--- src/rtl/clk_divider_prog.sv ---
// Programmable integer clock divider with glitch-free ratio reload, clean stop and edge strobes.
// Optional build macro CLKDIV_DUTY_EN adds a programmable high time (duty_i).
module clk_divider_prog #(
  parameter int CNT_W       = 8,
  parameter int DEFAULT_DIV = 2
) (
  input  logic             clkin,
  input  logic             rst,
  input  logic             en,
  input  logic [CNT_W-1:0] div_i,
  input  logic             div_load,
`ifdef CLKDIV_DUTY_EN
  input  logic [CNT_W-1:0] duty_i,
`endif
  output logic             clkout,
  output logic             rise_tick,
  output logic             fall_tick,
  output logic             running,
  output logic             load_pending,
  output logic [CNT_W-1:0] div_active
);

  typedef enum logic [1:0] {
    PARK  = 2'd0,
    RUN   = 2'd1,
    DRAIN = 2'd2
  } state_e;

  localparam logic [CNT_W-1:0] ONE     = CNT_W'(1);
  localparam logic [CNT_W-1:0] TWO     = CNT_W'(2);
  localparam logic [CNT_W-1:0] DEF_DIV = CNT_W'(DEFAULT_DIV);

  function automatic logic [CNT_W-1:0] sanitise(
    input logic [CNT_W-1:0] d
  );
    return (d < TWO) ? TWO : d;
  endfunction

  function automatic logic [CNT_W-1:0] ceil_half(
    input logic [CNT_W-1:0] d
  );
    return (d >> 1) + {{(CNT_W-1){1'b0}}, d[0]};
  endfunction

  state_e           state_q, state_d;
  logic [CNT_W-1:0] cnt_q, cnt_d;
  logic [CNT_W-1:0] div_cur_q, div_cur_d;
  logic [CNT_W-1:0] div_pend_q, div_pend_d;
  logic             pend_q, pend_d;
  logic             clkout_q, clkout_d;
  logic [CNT_W-1:0] hl_cur, hl_nxt;
  logic [CNT_W-1:0] last;
  logic             wrap;
  logic             apply;

`ifdef CLKDIV_DUTY_EN
  function automatic logic [CNT_W-1:0] clamp_hl(
    input logic [CNT_W-1:0] duty,
    input logic [CNT_W-1:0] div
  );
    logic [CNT_W-1:0] top;
    top = div - ONE;
    if (duty == '0)     return ONE;
    else if (duty > top) return top;
    else                 return duty;
  endfunction

  logic [CNT_W-1:0] duty_pend_q, duty_pend_d;
  logic [CNT_W-1:0] hl_q, hl_d;
`endif

  assign last = div_cur_q - ONE;

  always_comb begin
    state_d = state_q;
    cnt_d   = cnt_q;
    wrap    = 1'b0;
    unique case (state_q)
      PARK: begin
        if (en) begin
          wrap    = 1'b1;
          cnt_d   = '0;
          state_d = RUN;
        end
      end
      RUN: begin
        if (cnt_q == last) begin
          wrap  = 1'b1;
          cnt_d = '0;
        end else begin
          cnt_d = cnt_q + ONE;
        end
        if (!en) state_d = DRAIN;
      end
      DRAIN: begin
        if (en) begin
          state_d = RUN;
          if (cnt_q == last) begin
            wrap  = 1'b1;
            cnt_d = '0;
          end else begin
            cnt_d = cnt_q + ONE;
          end
        end else if (cnt_q == last) begin
          state_d = PARK;
        end else begin
          cnt_d = cnt_q + ONE;
          if (cnt_d == last) state_d = PARK;
        end
      end
      default: state_d = PARK;
    endcase
  end

  // A strobe on the wrap edge itself is applied at once, beating any older pending value.
  assign apply = wrap && (pend_q || div_load);

  always_comb begin
    div_cur_d  = div_cur_q;
    div_pend_d = div_pend_q;
    pend_d     = pend_q;
    if (apply) begin
      div_cur_d = div_load ? sanitise(div_i) : div_pend_q;
      pend_d    = 1'b0;
    end else if (div_load) begin
      div_pend_d = sanitise(div_i);
      pend_d     = 1'b1;
    end
  end

`ifdef CLKDIV_DUTY_EN
  always_comb begin
    duty_pend_d = duty_pend_q;
    hl_d        = hl_q;
    if (apply) begin
      hl_d = clamp_hl(div_load ? duty_i : duty_pend_q, div_cur_d);
    end else if (div_load) begin
      duty_pend_d = duty_i;
    end
  end

  assign hl_cur = hl_q;
  assign hl_nxt = hl_d;
`else
  assign hl_cur = ceil_half(div_cur_q);
  assign hl_nxt = ceil_half(div_cur_d);
`endif

  // PARK holds cnt at div-1, which is never below high_len, so clkout parks low.
  assign clkout_d = (cnt_d < hl_nxt);

  always_ff @(posedge clkin or posedge rst) begin
    if (rst) begin
      state_q    <= PARK;
      cnt_q      <= DEF_DIV - ONE;
      div_cur_q  <= DEF_DIV;
      div_pend_q <= DEF_DIV;
      pend_q     <= 1'b0;
      clkout_q   <= 1'b0;
    end else begin
      state_q    <= state_d;
      cnt_q      <= cnt_d;
      div_cur_q  <= div_cur_d;
      div_pend_q <= div_pend_d;
      pend_q     <= pend_d;
      clkout_q   <= clkout_d;
    end
  end

`ifdef CLKDIV_DUTY_EN
  always_ff @(posedge clkin or posedge rst) begin
    if (rst) begin
      duty_pend_q <= ceil_half(DEF_DIV);
      hl_q        <= ceil_half(DEF_DIV);
    end else begin
      duty_pend_q <= duty_pend_d;
      hl_q        <= hl_d;
    end
  end
`endif

  assign running      = (state_q != PARK);
  assign rise_tick    = running && (cnt_q == '0);
  assign fall_tick    = running && (cnt_q == hl_cur);
  assign clkout       = clkout_q;
  assign load_pending = pend_q;
  assign div_active   = div_cur_q;

endmodule

--- config.mk ---
export PLATFORM = sky130hd
export DESIGN_NAME = clk_divider_prog
export DESIGN_NICKNAME = d
export VERILOG_FILES = /design/src/rtl/clk_divider_prog.sv
export SDC_FILE = /design/constraint.sdc
export NUM_CORES = 1
export LEC_CHECK = 0
export ABC_AREA = 1
export BUFFER_PORTS_ARGS = -buffer_cell sky130_fd_sc_hd__buf_2
export CAP_MARGIN = 10
export CORE_UTILIZATION = 60
export DETAILED_ROUTE_END_ITERATION = 10
export PLACE_DENSITY = 0.79
export RECOVER_POWER = 25
export SETUP_SLACK_MARGIN = 0.5
export SKIP_CTS_REPAIR_TIMING = 1
export SYNTH_ARGS = -nofsm -noshare
export SYNTH_HDL_FRONTEND = slang
export SYNTH_SLANG_ARGS = --single-unit
--- constraint.sdc ---
create_clock -name clkin -period 4.65 [get_ports clkin]
set_input_delay 0.465 -clock clkin [delete_from_list [all_inputs] [get_ports clkin]]
set_output_delay 0.465 -clock clkin [all_outputs]
set_load 0.01 [all_outputs]
**Word level (Yosys, flattened, before mapping)**

Cells that the tools add are included.

- Word-level logic and storage cells: 49
- Output and inout port bits: 13
- Bits in registers: 28

- Add/subtract/negate cells: 4
- Muxes and demuxes: 20
- Reductions and logical operators: 9
- $lt $le $gt $ge: 2
- Equal/unequal tests: 8

Operator list:

| kind | count |
|---|---|
| $mux W8 | 7 |
| $eq A8 B8 Y1 | 3 |
| $pmux W8 S3 | 1 |
| $add A7 B1 Y8 | 2 |
| $mux W2 | 5 |
| $add A8 B1 Y8 const B | 1 |
| $logic_not A8 Y1 | 1 |
| $lt A8 B2 Y1 const B | 1 |
| $lt A8 B8 Y1 | 1 |
| $sub A8 B1 Y8 const B | 1 |
| $pmux W2 S3 | 1 |
| $mux W1 | 5 |
| $ne A2 B2 Y1 const B | 2 |
| $ne A4 B4 Y1 const B | 1 |
| $reduce_bool A2 Y1 | 2 |
| $logic_and A1 B1 Y1 | 3 |
| $pmux W1 S3 | 1 |
| $reduce_and A3 Y1 | 1 |
| $eq A2 B1 Y1 const B | 1 |
| $eq A2 B2 Y1 const B | 1 |
| $logic_not A2 Y1 | 1 |
| $logic_or A1 B1 Y1 | 1 |

**Logic depth before layout (Yosys ltp)**

Gate-level depths: netlist (run 1).

- Word-level depth: 9
- Depth in mapped cells: 25

**Worst setup path before layout (run 1)**

OpenSTA, ideal clock, no wires.

- Path type: register to register
- Start point: register div_cur_q[1] (netlist: div_active[1])
- End point: register clkout_q (netlist: clkout)
- Path buffers: 2
- Arrival: 3321 ps
- Period minus slack after synthesis: 3444 ps
- Data required time: 4527 ps
- Library setup time: 123 ps
- Cell stages (with the launch flop): 23
- Path slack: 1206 ps
- Path through: dfstp_2 > inv_1 > ha_1 > or2_2 > nand3_1 > nor2_1 > nand2_1 > nor2_2 > nand4_4 > nand2_4 > nand3_4 > buf_6 > clkbuf_1 > a21oi_1 > ha_1 > ha_1 > inv_1 > o21ai_1 > nand2_1 > ha_1 > nand2_1 > nor2_1 > a21oi_1

- Cells in the longest elaborated chain, start to end: 9
- Elaborated cells on any way between the ends: 13
- Classes of those cells: 2 x add/sub; 1 x order compare; 1 x eq/ne; 8 x mux; 1 x reduce/logical

RTL lines:

| item | RTL line | RTL |
|---|---|---|
| from (decl) | 47 | `logic [CNT_W-1:0] div_cur_q, div_cur_d;` |
| from (signal assigned) | 163 | `div_cur_q <= div_cur_d;` |
| $sub A8 B1 Y8 | 72 | `assign last = div_cur_q - ONE;` |
| $eq A8 B8 Y1 | 87, 98 |  |
| $mux W1 | 87, 98 |  |
| $mux W1 | 96 | `if (en) begin` |
| $pmux W1 S3 | 78 | `unique case (state_q)` |
| $logic_and A1 B1 Y1 | 116 | `assign apply = wrap && (pend_q \|\| div_load);` |
| $mux W8 (*) | 122 | `if (apply) begin` |
| net div_cur_d[1] | 47 |  |
| $add A7 B1 Y8 (*) | 42 | `return (d >> 1) + {{(CNT_W-1){1'b0}}, d[0]};` |
| $lt A8 B8 Y1 (*) | 150 | `assign clkout_d = (cnt_d < hl_nxt);` |
| net clkout_d | 50 | `logic clkout_q, clkout_d;` |
| to (signal assigned) | 166 | `clkout_q <= clkout_d;` |
| to (decl) | 50 |  |

Mark *: on every way through the listed nets, which the timed path passes. The rest lies on a longest branch.
A chain may end at the register's enable or synchronous reset.

**Worst setup path in the final report (run 1)**

Same ends and word-level chain as after synthesis.

==> results of run 1 <==
[cell type report]
type | count | area [um2] | share of cell area
Sequential cell | 28 | 704 | 0.243
Timing Repair Buffer | 28 | 148 | 0.0510
Tap cell | 50 | 62.6 | 0.0216
Multi-Input combinational cell | 312 | 1750 | 0.602
Clock inverter | 1 | 30.0 | 0.0104
Clock buffer | 3 | 41.3 | 0.0142
Inverter | 44 | 166 | 0.0574
[worst max-delay path, cell delays in order (launching register included)]
cell	delay, ns
dfstp_2	0.58
inv_1	0.07
ha_1	0.35
or2_2	0.13
nand3_1	0.07
nor2_1	0.11
nand2_1	0.07
nor2_2	0.12
nand4_4	0.18
nand2_8	0.16
nand3_4	0.17
a21oi_1	0.26
ha_1	0.30
ha_1	0.25
nand3_1	0.10
nand2_1	0.06
nand2_1	0.05
ha_1	0.26
nand2_1	0.06
o21ai_0	0.16
a21oi_1	0.05
[layer usage]
metal  share of wire  vias up  wire length [um]
met5               0        -                 0
met4           0.019        0               125
met3           0.051       13               333
met2            0.48       84              3130
met1            0.45     1232              2990
li1                -     1358                 -
[through the flow]
stage	total power (uW)	area [um2]	std cells
after global placement	1450	2790	458
after detailed placement	1480	2790	458
final	1690	2900	466
after floorplan	1250	2690	398
after CTS	1670	2860	462
after global routing	1860	2900	466
[cells by family (layout without fill, tap and decap cells)]
logic type / after synthesis / count (layout)
AO/OA/AOI/OAI: 56 / 56
flip-flops: 28 / 28
XOR/XNOR: 20 / 20
buffers and inverters: 59 / 76
adder cells (fa/ha/maj): 15 / 15
AND/OR/NAND/NOR: 220 / 221
[state kept, by name, indices dropped and copies added (netlist names)]
name          cells
cnt_q             8
load_pending      1
clkout            1
div_pend_q        8
div_active        8
state_q           2
[path summary, 6_finish.rpt]
check	start	end	cells after the start
setup / recovery	div_active[1]$_DFF_PP1_	clkout$_DFF_PP0_	20
hold / removal	en	state_q[1]$_DFFE_PP0P_	2
setup reg to reg	div_active[1]$_DFF_PP1_	clkout$_DFF_PP0_	20
hold reg to reg	div_pend_q[1]$_DFFE_PP1P_	div_pend_q[1]$_DFFE_PP1P_	2
max in group asynchronous	rst	div_active[4]$_DFF_PP0_	2
min in group asynchronous	rst	clkout$_DFF_PP0_	2
[power groups by stage]
| stage | logic [uW] | registers (uW) | clock network [uW] |
|---|---|---|---|
| after floorplan | 834 | 411 | 0 |
| after global placement | 982 | 470 | 0 |
| after detailed placement | 1010 | 474 | 0 |
| after CTS | 1020 | 468 | 190 |
| after global routing | 1170 | 486 | 200 |
| final | 1030 | 474 | 190 |
[cells in the final DEF (no fill, tap or decap), types with 4 or more instances in the layout]
cell type and count:
nand3_1 31, o21ai_0 20, buf_2 22, o221ai_1 4, or2_2 8, o21a_1 5, dfrtp_1 25, xor2_1 14
nor2_1 34, a21oi_1 15, xnor2_1 6, nand2_1 107, nor2_2 8, buf_4 4, nand2_2 8, nand4_1 13
inv_1 38, ha_1 15
==> flow_summary_export.csv, run 1 <==
group,metric,value,unit
die,num_rows,23,
routing,wl_per_cell,14.1,um
power_and_ir_drop,p_int,829,uW
sta,hold_violations,0,
global_route,overflow,0,
placement,dp_hpwl,5.12,mm
sta,period_minus_slack,3.69,ns
global_route,grt_pass1_vias,2347,
clock_network,insertion_delay,0.27,ns
power_and_ir_drop,combinationalPowerShare,0.607,
clock_network,path_clk_slew,0.09,ns
job,maxCapViolations,0,
worst_setup_path,crit_arrival,3.85,ns
logic_synthesis,syn_inst,398,
placement,place_congestion,0.901,
clock_network,cts_root_buffer,"clkbuf_8",
layout,diodes,0,
power_and_ir_drop,p_sw,861,uW
logic_synthesis,synth_top_area_frac,0.232,
logic_synthesis,synth_edf_count,0,
worst_setup_path,crit_path_end_kind,"register",
global_route,grt_max_degree,32,
sta,tightest_slew,1.01,ns
logic_synthesis,yosys-top-cells-count,"nand2_1 (107), inv_1 (38), nor2_1 (34), nand3_1 (31), dfrtp_1 (25)",
sta,whs,0.394,ns
layout,n_fill_cell,362,
logic_synthesis,synth_seq_cells,28,
logic_synthesis,syn_avg_cell_area,6.76,um2
sta,setup-violations-final,0,
logic_synthesis,syn_area,2690,um2
logic_synthesis,synth-seq-area-share,0.262,
logic_synthesis,yosys.area_share.adder,0.0697,
global_route,grtUsageMet3,0.0280,
clock_network,cts_buffers,3,
logic_synthesis,syn_nets,425,
global_route,met1_usage,0.400,
power_and_ir_drop,swShare,0.509,
logic_synthesis,yosysTopAreaCell,"dfrtp_1",
die,core-area,4140,um2
sta,drv_slew,0,
layout,nets,444,
logic_synthesis,synth_cell_types,37,
sta,final.setup.tns,0,ns
logic_synthesis,ys_warn_count,0,
clock_network,clock_path_buffers,2,
routing,vias,2687,
worst_setup_path,cp.required,4.82,ns
logic_synthesis,synthMuxAreaShare,0,
power_and_ir_drop,power.leakage,0.00144,uW
die,die_y,69.0,um
routing,antenna_left,0,
layout,syn2layout_area_growth,7.67,%
sta,finalClockSkew,0.00400,ns
routing,drtIter0Drc,199,
die,die_w,69.0,um
routing,dr.pass1.iters,5,
clock_network,cts_sinks,28,
logic_synthesis,async_reset_ff_frac,1.00,
global_route,gr-max-usage-layer,"met2",
clock_network,cts_tree,"yes",
worst_setup_path,worstPathMaxFanout,16,
global_route,grt_pass1_wl,10.6,mm
logic_synthesis,ys.flop_type,"dfrtp_1",
sta,slew_headroom,0.327,
global_route,track_usage,0.303,
routing,vias_per_cell,5.77,
sta,fmax,0.271,GHz
sta,rsz0062_at_grt,"no",
hold_path,min_path_type,"in2reg",
worst_setup_path,crit_type,"reg2reg",
global_route,antenna_found_initial,0,
layout,finish.utilization,0.699,
clock_network,cts.htree.levels,1,
power_and_ir_drop,p_clk_frac,0.113,
placement,pre_cts_slack,0.740,ns
die,initial_core_util,0.649,
routing,drc,0,
die,dieArea,4760,um2
worst_setup_path,cp-start-kind,"register",
logic_synthesis,synth_top_family_by_area,"simple AND/OR/NAND/NOR gates",
logic_synthesis,synth_area_leaders,"dfrtp_1 (23%), nand2_1 (15%), ha_1 (7.0%)",
logic_synthesis,synthSimpleGateAreaFrac,0.381,
status,run_status,"finished, final reports clean",
routing,finalWirelength,6.58,mm
power_and_ir_drop,vdd_drop_max,450,uV
worst_setup_path,r2r_slack,0.96,ns
placement,portBuffers,24,
power_and_ir_drop,p_per_area,583,nW/um2
sta,post-route-period-util,0.793,
global_route,met2_usage,0.522,
power_and_ir_drop,p_seq_frac,0.280,
logic_synthesis,synth_compound_area_frac,0.126,
layout,drive_above_1_share,0.161,
logic_synthesis,synth_xor_xnor_area_share,0.0651,
logic_synthesis,yosysMostFrequentCell,"nand2_1",
sta,fin_ws,0.963,ns
die,ios,25,
No activity file was read; power rests on OpenSTA's default activity.
==> run 2, diff against run 1 <==
--- a/config.mk
+++ b/config.mk
@@ -5,7 +5,7 @@
 export SDC_FILE = /design/constraint.sdc
 export NUM_CORES = 1
 export LEC_CHECK = 0
-export ABC_AREA = 1
+export ABC_AREA = 0
 export BUFFER_PORTS_ARGS = -buffer_cell sky130_fd_sc_hd__buf_2
 export CAP_MARGIN = 10
 export CORE_UTILIZATION = 60
==> constraint.sdc (replaced) <==
create_clock -name clkin -period 3.8 [get_ports clkin]
set_input_delay 0.38 -clock clkin [delete_from_list [all_inputs] [get_ports clkin]]
set_output_delay 0.38 -clock clkin [all_outputs]
set_load 0.01 [all_outputs]
==> run 2 against run 1 <==
Compared with the run above:
- the flow now finishes with violations (negative hold slack, negative setup slack)
- highest routed layer unchanged
- maximum frequency fell by 7.4%
- worst hold slack got worse by 0.41 ns
- core utilization grew 8.8 points
- sequential power up 3%
- critical path depth fell by 4
==> flow_summary_export.csv, run 2 <==
group,metric,value,unit
status,run_status,"finished with violations",
status,violations,"negative hold slack, negative setup slack",
die,die_w,69.6,um
clock_network,cts_tree,"yes",
clock_network,cts_root_buffer,"clkbuf_8",
worst_setup_path,worstPathMaxFanout,6,
global_route,grt_max_degree,29,
logic_synthesis,synth_top_area_frac,0.228,
clock_network,cts.htree.levels,1,
logic_synthesis,yosys-top-cells-count,"nor2_1 (30), o21ai_0 (30), dfrtp_1 (25), nand2_1 (22), xnor2_1 (22)",
worst_setup_path,cpPeakStageDelay,0.58,ns
global_route,track_usage,0.334,
worst_setup_path,cp_num_cells,16,
power_and_ir_drop,vdd_drop_max,299,uV
die,dieArea,4840,um2
layout,nets,422,
placement,dp_hpwl,6.29,mm
routing,wl_per_cell,19.6,um
logic_synthesis,synth-seq-area-share,0.257,
sta,period_minus_slack,3.98,ns
power_and_ir_drop,p_seq_frac,0.231,
die,die_y,69.6,um
die,initial_core_util,0.625,
layout,fin_cells,446,
sta,hold_violations,5,
sta,post-route-period-util,1.05,
routing,finalWirelength,8.74,mm
global_route,gr-max-usage-layer,"met2",
power_and_ir_drop,p_clk_frac,0.082,
job,maxCapViolations,0,
worst_setup_path,crit_type,"reg2reg",
sta,finalClockSkew,0.00578,ns
worst_setup_path,crit_family,"compound AO/OA/AOI/OAI gates",
global_route,met2_usage,0.518,
routing,drc,0,
sta,whs,-0.0166,ns
routing,dr.pass1.iters,5,
clock_network,clock_path_buffers,2,
clock_network,cts_buffers,3,
placement,pre_cts_slack,-0.184,ns
layout,drive_above_1_share,0.322,
worst_setup_path,crit_path_end_kind,"register",
global_route,met1_usage,0.486,
sta,rsz0062_at_grt,"yes",
power_and_ir_drop,power,2110,uW
layout,syn2layout_area_growth,25.8,%
global_route,grtUsageMet3,0.0378,
routing,vias_per_cell,6.52,
power_and_ir_drop,p_sw,961,uW
global_route,grt_pass1_vias,2546,
logic_synthesis,synth_edf_count,0,
placement,dpl.cell_count,436,
power_and_ir_drop,power.leakage,0.00150,uW
logic_synthesis,yosysTopAreaCell,"dfrtp_1",
sta,slew_headroom,0.137,
logic_synthesis,ys.flop_type,"dfrtp_1",
placement,portBuffers,24,
power_and_ir_drop,p_per_area,611,nW/um2
worst_setup_path,startpoint,"div_active[2]$_DFF_PP0_",
power_and_ir_drop,p_int,1150,uW
die,num_rows,24,
logic_synthesis,syn_avg_cell_area,8.28,um2
logic_synthesis,synth_seq_cells,28,
worst_setup_path,cp.buffers_inverters,1,
clock_network,path_clk_slew,0.10,ns
sta,fin_ws,-0.182,ns
worst_setup_path,worst_r2r_path_depth,16,
worst_setup_path,cpMaxStageDelayCell,"or4_4",
logic_synthesis,synth_area_leaders,"dfrtp_1 (23%), xnor2_1 (7.0%), ha_1 (6.8%)",
worst_setup_path,r2r-start,"div_active[2]$_DFF_PP0_",
clock_network,insertion_delay,0.28,ns
power_and_ir_drop,swShare,0.456,
power_and_ir_drop,combinationalPowerShare,0.687,
logic_synthesis,synth_cell_types,63,
die,ios,25,
routing,antenna_left,0,
logic_synthesis,syn_inst,331,
die,core-area,4380,um2
logic_synthesis,ys_warn_count,0,
sta,drv_slew,0,
clock_network,cts_sinks,28,
global_route,grt_pass1_wl,12.5,mm
sta,setup-violations-final,1,
worst_setup_path,cp.required,4.01,ns
placement,place_congestion,0.961,
logic_synthesis,async_reset_ff_frac,1.00,
routing,vias,2907,
layout,layout_commonest_cell,"buf_4",
logic_synthesis,syn_nets,358,
layout,final_cell_mix,"buf_4 (55), nor2_1 (29), o21ai_0 (26)",
layout,diodes,0,
routing,drtIter0Drc,285,
worst_setup_path,timing.critical_path.cells,"or4_4, a211oi_2, and4_1, nand4_1, o21a_1, nor2_4, nand2_1, o21ai_2, ha_4, buf_6, o31a_1, o21ai_2, a211o_1, ha_1, a21o_1, a31oi_1",
sta,fmax,0.251,GHz
worst_setup_path,crit_top_cell,"o21ai_2",
global_route,antenna_found_initial,0,
worst_setup_path,cp-start-kind,"register",
sta,tightest_slew,1.29,ns
worst_setup_path,crit_arrival,4.19,ns
logic_synthesis,syn_area,2740,um2
hold_path,min_path_type,"in2async",
global_route,overflow,0,
run 2: cell families after synthesis:
logic type,share of synthesized area
simple gates,0.233
flops,0.257
buf+inv,0.0630
xor+xnor,0.125
fa+ha+maj,0.0685
compound gates,0.207
mux,0.0470
run 2: worst paths after layout:
kind	end	slack (ns)
max	clkout$_DFF_PP0_	-0.18
min	div_pend_q[4]$_DFFE_PP0P_	-0.02
max reg2reg	clkout$_DFF_PP0_	-0.18
min reg2reg	div_pend_q[6]$_DFFE_PP0P_	0.52
max in group asynchronous	div_active[3]$_DFF_PP0_	2.28
min in group clkin	div_pend_q[6]$_DFFE_PP0P_	0.36
run 2: final cells by class:
cell class / instances / area, um2
Timing Repair Buffer: 83 / 571
Fill cell: 299 / 935
Tap cell: 52 / 65.1
Clock buffer: 4 / 45.0
Multi-Input combinational cell: 263 / 2000
Inverter: 16 / 60.1
Sequential cell: 28 / 708
run 2: metal layers:
metal / wire length, um / vias up
met2: 4060 / 168
li1: - / 1324
met4: 291 / 0
met3: 644 / 29
met5: 0 / -
met1: 3740 / 1386
run 2: metrics by stage:
step | cell area, um2 | hold WS (ns) | util | TNS, ns
2_1_floorplan | 2770 | 0.443 | - | -0.0276
3_3_place_gp | 3230 | 0.490 | 0.737 | -0.0752
3_5_place_dp | 3230 | 0.498 | 0.737 | -0.184
4_1_cts | 3280 | 0.362 | 0.748 | -0.206
5_1_grt | 3450 | -0.00959 | 0.787 | -0.359
6_report | 3450 | -0.0166 | 0.787 | -0.182
run 2: power by group through the flow:
| stage | combinational, uW | clock [uW] | sequential [uW] |
|---|---|---|---|
| 3_3_place_gp | 1260 | 0 | 478 |
| 6_report | 1450 | 172 | 487 |
| 3_5_place_dp | 1290 | 0 | 482 |
| 4_1_cts | 1300 | 170 | 476 |
| 2_1_floorplan | 854 | 0 | 458 |
| 5_1_grt | 1560 | 183 | 495 |
